`config.mk`:
```
export PLATFORM = sky130hd
export DESIGN_NAME = instr_sequencer
export DESIGN_NICKNAME = d
export VERILOG_FILES = /design/src/rtl/instr_sequencer.sv
export SDC_FILE = /design/constraint.sdc
export NUM_CORES = 1
export LEC_CHECK = 0
export CAP_MARGIN = 20
export CORE_UTILIZATION = 50
export CTS_BUF_LIST = sky130_fd_sc_hd__clkbuf_4 sky130_fd_sc_hd__clkbuf_8 sky130_fd_sc_hd__clkbuf_16
export DETAILED_ROUTE_END_ITERATION = 8
export GPL_ROUTABILITY_DRIVEN = 0
export PLACE_DENSITY = 0.85
export SLEW_MARGIN = 20
export SYNTH_ARGS = -nofsm -noshare
export SYNTH_HDL_FRONTEND = slang
export SYNTH_SLANG_ARGS = --single-unit
```
`constraint.sdc`:
```
create_clock -name iCLK -period 3.6 [get_ports iCLK]
set_clock_uncertainty 0.05 [all_clocks]
set_input_delay 0.9 -clock iCLK [delete_from_list [all_inputs] [get_ports iCLK]]
set_output_delay 0.9 -clock iCLK [all_outputs]
set_load 0.01 [all_outputs]
```
`src/rtl/instr_sequencer.sv`:
```
// ============================================================================
// Module   : instr_sequencer
// Purpose  : Multi-cycle instruction sequencer (FETCH/DECODE/EXEC/WB/HALT).
//            It fetches a 16-bit word from instruction memory, decodes it into
//            register-file addresses, ULA controls and a sign-extended
//            immediate, and updates the PC. JMP and a conditional BEQ are
//            supported, as is a sticky halt state.
// Ports    : iCLK, iRST_N            clock, async active-low reset
//            i_run                   allow a new fetch
//            o_imem_addr/req         instruction memory request (addr = PC)
//            i_imem_ack/data         fetch handshake and instruction word
//            o_ra1/o_ra2/o_wa3/o_we3 register-file addresses, write enable
//            o_ula_control/src       ULA operation select, SrcB select
//            o_imm                   sign-extended imm6
//            i_z                     ULA zero flag (sampled at end of EXEC)
//            o_pc, o_state           current PC and state
//            o_halted, o_illegal     sticky status flags
// Revision : 1.0 - initial release
// ============================================================================
`default_nettype none

module instr_sequencer #(
  parameter logic [7:0] RESET_PC = 8'h00,
  parameter logic [3:0] HALT_OP  = 4'hF
) (
  input  logic        iCLK,
  input  logic        iRST_N,
  input  logic        i_run,
  output logic [7:0]  o_imem_addr,
  output logic        o_imem_req,
  input  logic        i_imem_ack,
  input  logic [15:0] i_imem_data,
  output logic [2:0]  o_ra1,
  output logic [2:0]  o_ra2,
  output logic [2:0]  o_wa3,
  output logic        o_we3,
  output logic [2:0]  o_ula_control,
  output logic        o_ula_src,
  output logic [7:0]  o_imm,
  input  logic        i_z,
  output logic [7:0]  o_pc,
  output logic [2:0]  o_state,
  output logic        o_halted,
  output logic        o_illegal
);

  localparam logic [2:0] S_FETCH  = 3'd0;
  localparam logic [2:0] S_DECODE = 3'd1;
  localparam logic [2:0] S_EXEC   = 3'd2;
  localparam logic [2:0] S_WB     = 3'd3;
  localparam logic [2:0] S_HALT   = 3'd4;

  localparam logic [3:0] OP_NOP  = 4'h0;
  localparam logic [3:0] OP_R    = 4'h1;
  localparam logic [3:0] OP_ADDI = 4'h2;
  localparam logic [3:0] OP_BEQ  = 4'h3;
  localparam logic [3:0] OP_JMP  = 4'h4;

  logic [2:0]  r_state;
  logic [2:0]  w_state_nxt;
  logic [7:0]  r_pc;
  logic [15:0] r_ir;
  logic        r_z;
  logic        r_halted;
  logic        r_illegal;

  // Instruction fields
  logic [3:0]  w_op;
  logic [2:0]  w_rd;
  logic [2:0]  w_rs;
  logic [2:0]  w_rt;
  logic [2:0]  w_fn;
  logic [5:0]  w_imm6;
  logic [7:0]  w_tgt;
  logic [7:0]  w_imm;
  logic        w_legal;
  logic        w_fetch_go;
  logic [7:0]  w_pc_inc;
  logic [7:0]  w_pc_nxt;

  assign w_op   = r_ir[15:12];
  assign w_rd   = r_ir[11:9];
  assign w_rs   = r_ir[8:6];
  assign w_rt   = r_ir[5:3];
  assign w_fn   = r_ir[2:0];
  assign w_imm6 = r_ir[5:0];
  assign w_tgt  = r_ir[7:0];
  assign w_imm  = {{2{w_imm6[5]}}, w_imm6};

  assign w_legal = (w_op == OP_NOP) || (w_op == OP_R) || (w_op == OP_ADDI) ||
                   (w_op == OP_BEQ) || (w_op == OP_JMP) || (w_op == HALT_OP);

  // An ack is only honoured while a request is actually being made.
  assign w_fetch_go = (r_state == S_FETCH) && i_run && i_imem_ack;

  assign w_pc_inc = r_pc + 8'd1;

  // Illegal opcodes fall into the default arm and so behave as NOP.
  always_comb begin
    w_pc_nxt = w_pc_inc;
    case (w_op)
      OP_JMP:  w_pc_nxt = w_tgt;
      OP_BEQ:  w_pc_nxt = r_z ? (w_pc_inc + w_imm) : w_pc_inc;
      default: w_pc_nxt = w_pc_inc;
    endcase
  end

  // --------------------------------------------------------------------------
  // FSM: state register
  // --------------------------------------------------------------------------
  always_ff @(posedge iCLK or negedge iRST_N) begin
    if (!iRST_N) begin
      r_state <= S_FETCH;
    end else begin
      r_state <= w_state_nxt;
    end
  end

  // --------------------------------------------------------------------------
  // FSM: next-state logic
  // --------------------------------------------------------------------------
  always_comb begin
    w_state_nxt = r_state;
    case (r_state)
      S_FETCH:  w_state_nxt = w_fetch_go ? S_DECODE : S_FETCH;
      S_DECODE: w_state_nxt = (w_op == HALT_OP) ? S_HALT : S_EXEC;
      S_EXEC:   w_state_nxt = S_WB;
      S_WB:     w_state_nxt = S_FETCH;
      S_HALT:   w_state_nxt = S_HALT;
      default:  w_state_nxt = S_FETCH;
    endcase
  end

  // --------------------------------------------------------------------------
  // FSM: outputs. Decode outputs come straight from the instruction
  // register, which is stable from DECODE through WB, so they naturally hold
  // their decode values; reset clears the register and hence these outputs.
  // --------------------------------------------------------------------------
  always_comb begin
    // Gate with reset so the request drops immediately even though the
    // reset state (FETCH) would otherwise follow i_run.
    o_imem_req    = (r_state == S_FETCH) && i_run && iRST_N;
    o_we3         = (r_state == S_WB) && ((w_op == OP_R) || (w_op == OP_ADDI));
    o_wa3         = w_rd;
    o_ra1         = (w_op == OP_BEQ) ? w_rd : w_rs;
    o_ra2         = (w_op == OP_BEQ) ? w_rs : w_rt;
    o_imm         = w_imm;
    o_ula_src     = (w_op == OP_ADDI);
    o_ula_control = 3'b000;
    case (w_op)
      OP_R:    o_ula_control = w_fn;
      OP_ADDI: o_ula_control = 3'b010;
      OP_BEQ:  o_ula_control = 3'b110;
      default: o_ula_control = 3'b000;
    endcase
  end

  // --------------------------------------------------------------------------
  // Datapath registers
  // --------------------------------------------------------------------------
  always_ff @(posedge iCLK or negedge iRST_N) begin
    if (!iRST_N) begin
      r_pc      <= RESET_PC;
      r_ir      <= 16'h0000;
      r_z       <= 1'b0;
      r_halted  <= 1'b0;
      r_illegal <= 1'b0;
    end else begin
      case (r_state)
        S_FETCH: begin
          if (w_fetch_go) begin
            r_ir <= i_imem_data;
          end
        end
        S_DECODE: begin
          if (!w_legal) begin
            r_illegal <= 1'b1;
          end
          if (w_op == HALT_OP) begin
            r_halted <= 1'b1;
          end
        end
        S_EXEC: begin
          r_z <= i_z;
        end
        S_WB: begin
          r_pc <= w_pc_nxt;
        end
        default: begin
        end
      endcase
    end
  end

  assign o_imem_addr = r_pc;
  assign o_pc        = r_pc;
  assign o_state     = r_state;
  assign o_halted    = r_halted;
  assign o_illegal   = r_illegal;

endmodule

`default_nettype wire

```
==> impl_metrics.tcl <==
set metrics [dict create \
    clock_path_buffers 2 \
    outcome "complete, no violations" \
    synth_warnings 0 \
    arrival_ns 2.35 \
    synth_common_cells "dfrtp_1, mux2_2, buf_4" \
    start_kind "primary input" \
    crit_path_end_kind "output port" \
    wl_per_cell_um 14.9 \
    placed_area_mm2 0.00258 \
    clkTransAtPathRegs_ns 0.06 \
    synth-edff-count 0 \
    die_area_mm2 0.00435 \
    grtUsageTotal_pct 22.7 \
    synth_cells 196 \
    dieHeight_um 65.9 \
    pre_cts_ws_ns 0.284 \
    ant_nets 0 \
    regArea_um2 751 \
    hold_ws_ns 0.438 \
    syn_avg_cell_area_um2 10.4 \
    clockRootBuffer "clkbuf_8" \
    rsz0062_at_grt "no" \
    r2r_slack_ns 1.02 \
    final_util_pct 70.3 \
    hold_class "reg2reg" \
    hold_viol_final 0 \
    cts_buffers 5 \
    setup_violations 0 \
    vias_per_cell 5.51 \
    vias 1609 \
    ys_seq_area_share_pct 36.7 \
    synth_most_common_cell "dfrtp_1" \
    ys_async_sr_fraction_pct 100 \
    drt_pass1_iterations 4 \
    slew_headroom_pct 69.9 \
    hpwl_mm 3.18 \
    n_antenna_cell 0 \
    drt_iter0_drc 66 \
    powerDensity_mw_per_mm2 970 \
    fmax_mhz 303 \
    maxCapViolations 0 \
    period_needed_ns 3.30 \
    yosys.area.top_type_share_pct 36.7 \
    post-route-period-util_pct 91.6 \
    ir_drop_mv 0.477 \
    placedCellCount 284 \
    multi_input_area_mm2 0.00108 \
    fin_cells 292 \
    grt_pass1_vias 1483 \
    tns_ns 0 \
    finalPower_mw 2.59 \
    grt_overflow 0 \
    grt_max_degree 31 \
    layout-drive-gt1-share_pct 18.4 \
    fin_nets 273 \
    stdcell_area_mm2 0.00267 \
    die_width_um 65.9 \
    tightest_slew_ns 0.452 \
    setup_ws_ns 0.301 \
    synth_nets 226 \
    ys_ff_latch 30 \
    drc 0 \
    start_util_pct 53.8 \
    yosysTopAreaCell "dfrtp_1" \
    io_buffers 64 \
    worstPathMaxFanout 2 \
    htreeDepth 2 \
    hold_buffers 0 \
    rows 22 \
    cts_tree "yes" \
    syn_area_mm2 0.00204 \
    io_pins 65 \
    antenna_found_initial 0 \
    final_max_slew_viol_count 0 \
    post_cts_buffers 0 \
    grt_pass1_wl_mm 7.27 \
    routed_wl_mm 4.36 \
    worstSetupPathType "in2out" \
    leakagePower_nw 1.09 \
    yosys-top-cells-area "dfrtp_1, mux2_2, buf_4" \
    crit_required_ns 2.65 \
    ctsResizeCount 0 \
    synthFlopType "dfrtp_1" \
    clock_sinks 30 \
    area_growth_pct 30.7 \
    core_mm2 0.00380 \
    fillers 304 \
    synth.distinct_cells 48 \
    clk-insertion-delay-late_ns 0.28 \
]
## layout make-up
class                   count  area share (%)
multi-input cells         133            40.6
flip-flops and latches     30            28.1
repair buffers             66            24.5
clock buffers               7            3.37
well taps                  48            2.25
inverters                   7           0.984
clock inverters             1           0.187
## where the power goes
group | internal [mW] | switching [mW] | total, mW
Sequential | 0.492 | 0.270 | 0.763
Clock | 0.161 | 0.123 | 0.285
Combinational | 0.886 | 0.657 | 1.54
## flip-flops by register name, summed over array words and instances (netlist names)
| register | count |
|---|---|
| o_state | 3 |
| r_ir | 16 |
| o_imem_addr | 8 |
| r_z | 1 |
| o_illegal | 1 |
| o_halted | 1 |
## routing by layer
layer  vias up  global-route usage [%]  routed length [um]  share of wire [%]
li1        782                       -                   -                  -
met1       773                    28.3                1980                 45
met2        45                    37.5                2120                 48
met3         9                    5.69                 179                4.1
met4         0                    8.78                  82                1.9
met5         -                       0                   0                  0
## kinds of logic (layout without fill, tap and decap cells)
kind of cell	count (synthesis)	count (layout)	synth area share, %
AOI/OAI and AO/OA	43	43	14.6
xor gates and xnor gates	12	12	5.81
adders and majority gates	9	9	5.88
buffers and inverters	33	81	10.3
DFF	30	30	36.7
muxes	23	23	12.7
and+or+nand+nor	46	46	14.0
## cells in the final DEF (no fill, tap or decap), types with 4 or more instances in the layout
cell type	netlist	final
clkdlybuf4s50_1	0	64
dfrtp_1	30	30
mux2_2	23	23
nand2_1	13	13
o21ai_0	11	11
a21oi_1	10	10
ha_1	8	8
inv_1	7	7
xnor2_1	7	7
nor2_1	6	6
clkbuf_8	0	6
xor2_1	4	4
a222oi_1	4	4
## critical path: stages
cell             delay, ns
clkdlybuf4s50_1       0.47
nor4b_2               0.28
and2_1                0.18
clkdlybuf4s50_1       0.53
## worst paths after layout
check,cells past startpoint,start,endpoint
min reg2reg,1,o_illegal,o_illegal
min in group asynchronous,2,iRST_N,r_ir[1]
min,1,o_illegal,o_illegal
max,4,i_run,o_imem_req
max in group asynchronous,2,iRST_N,r_ir[8]
max reg2reg,9,o_imem_addr[0],o_imem_addr[6]
Power figures use the tool's default switching activity.
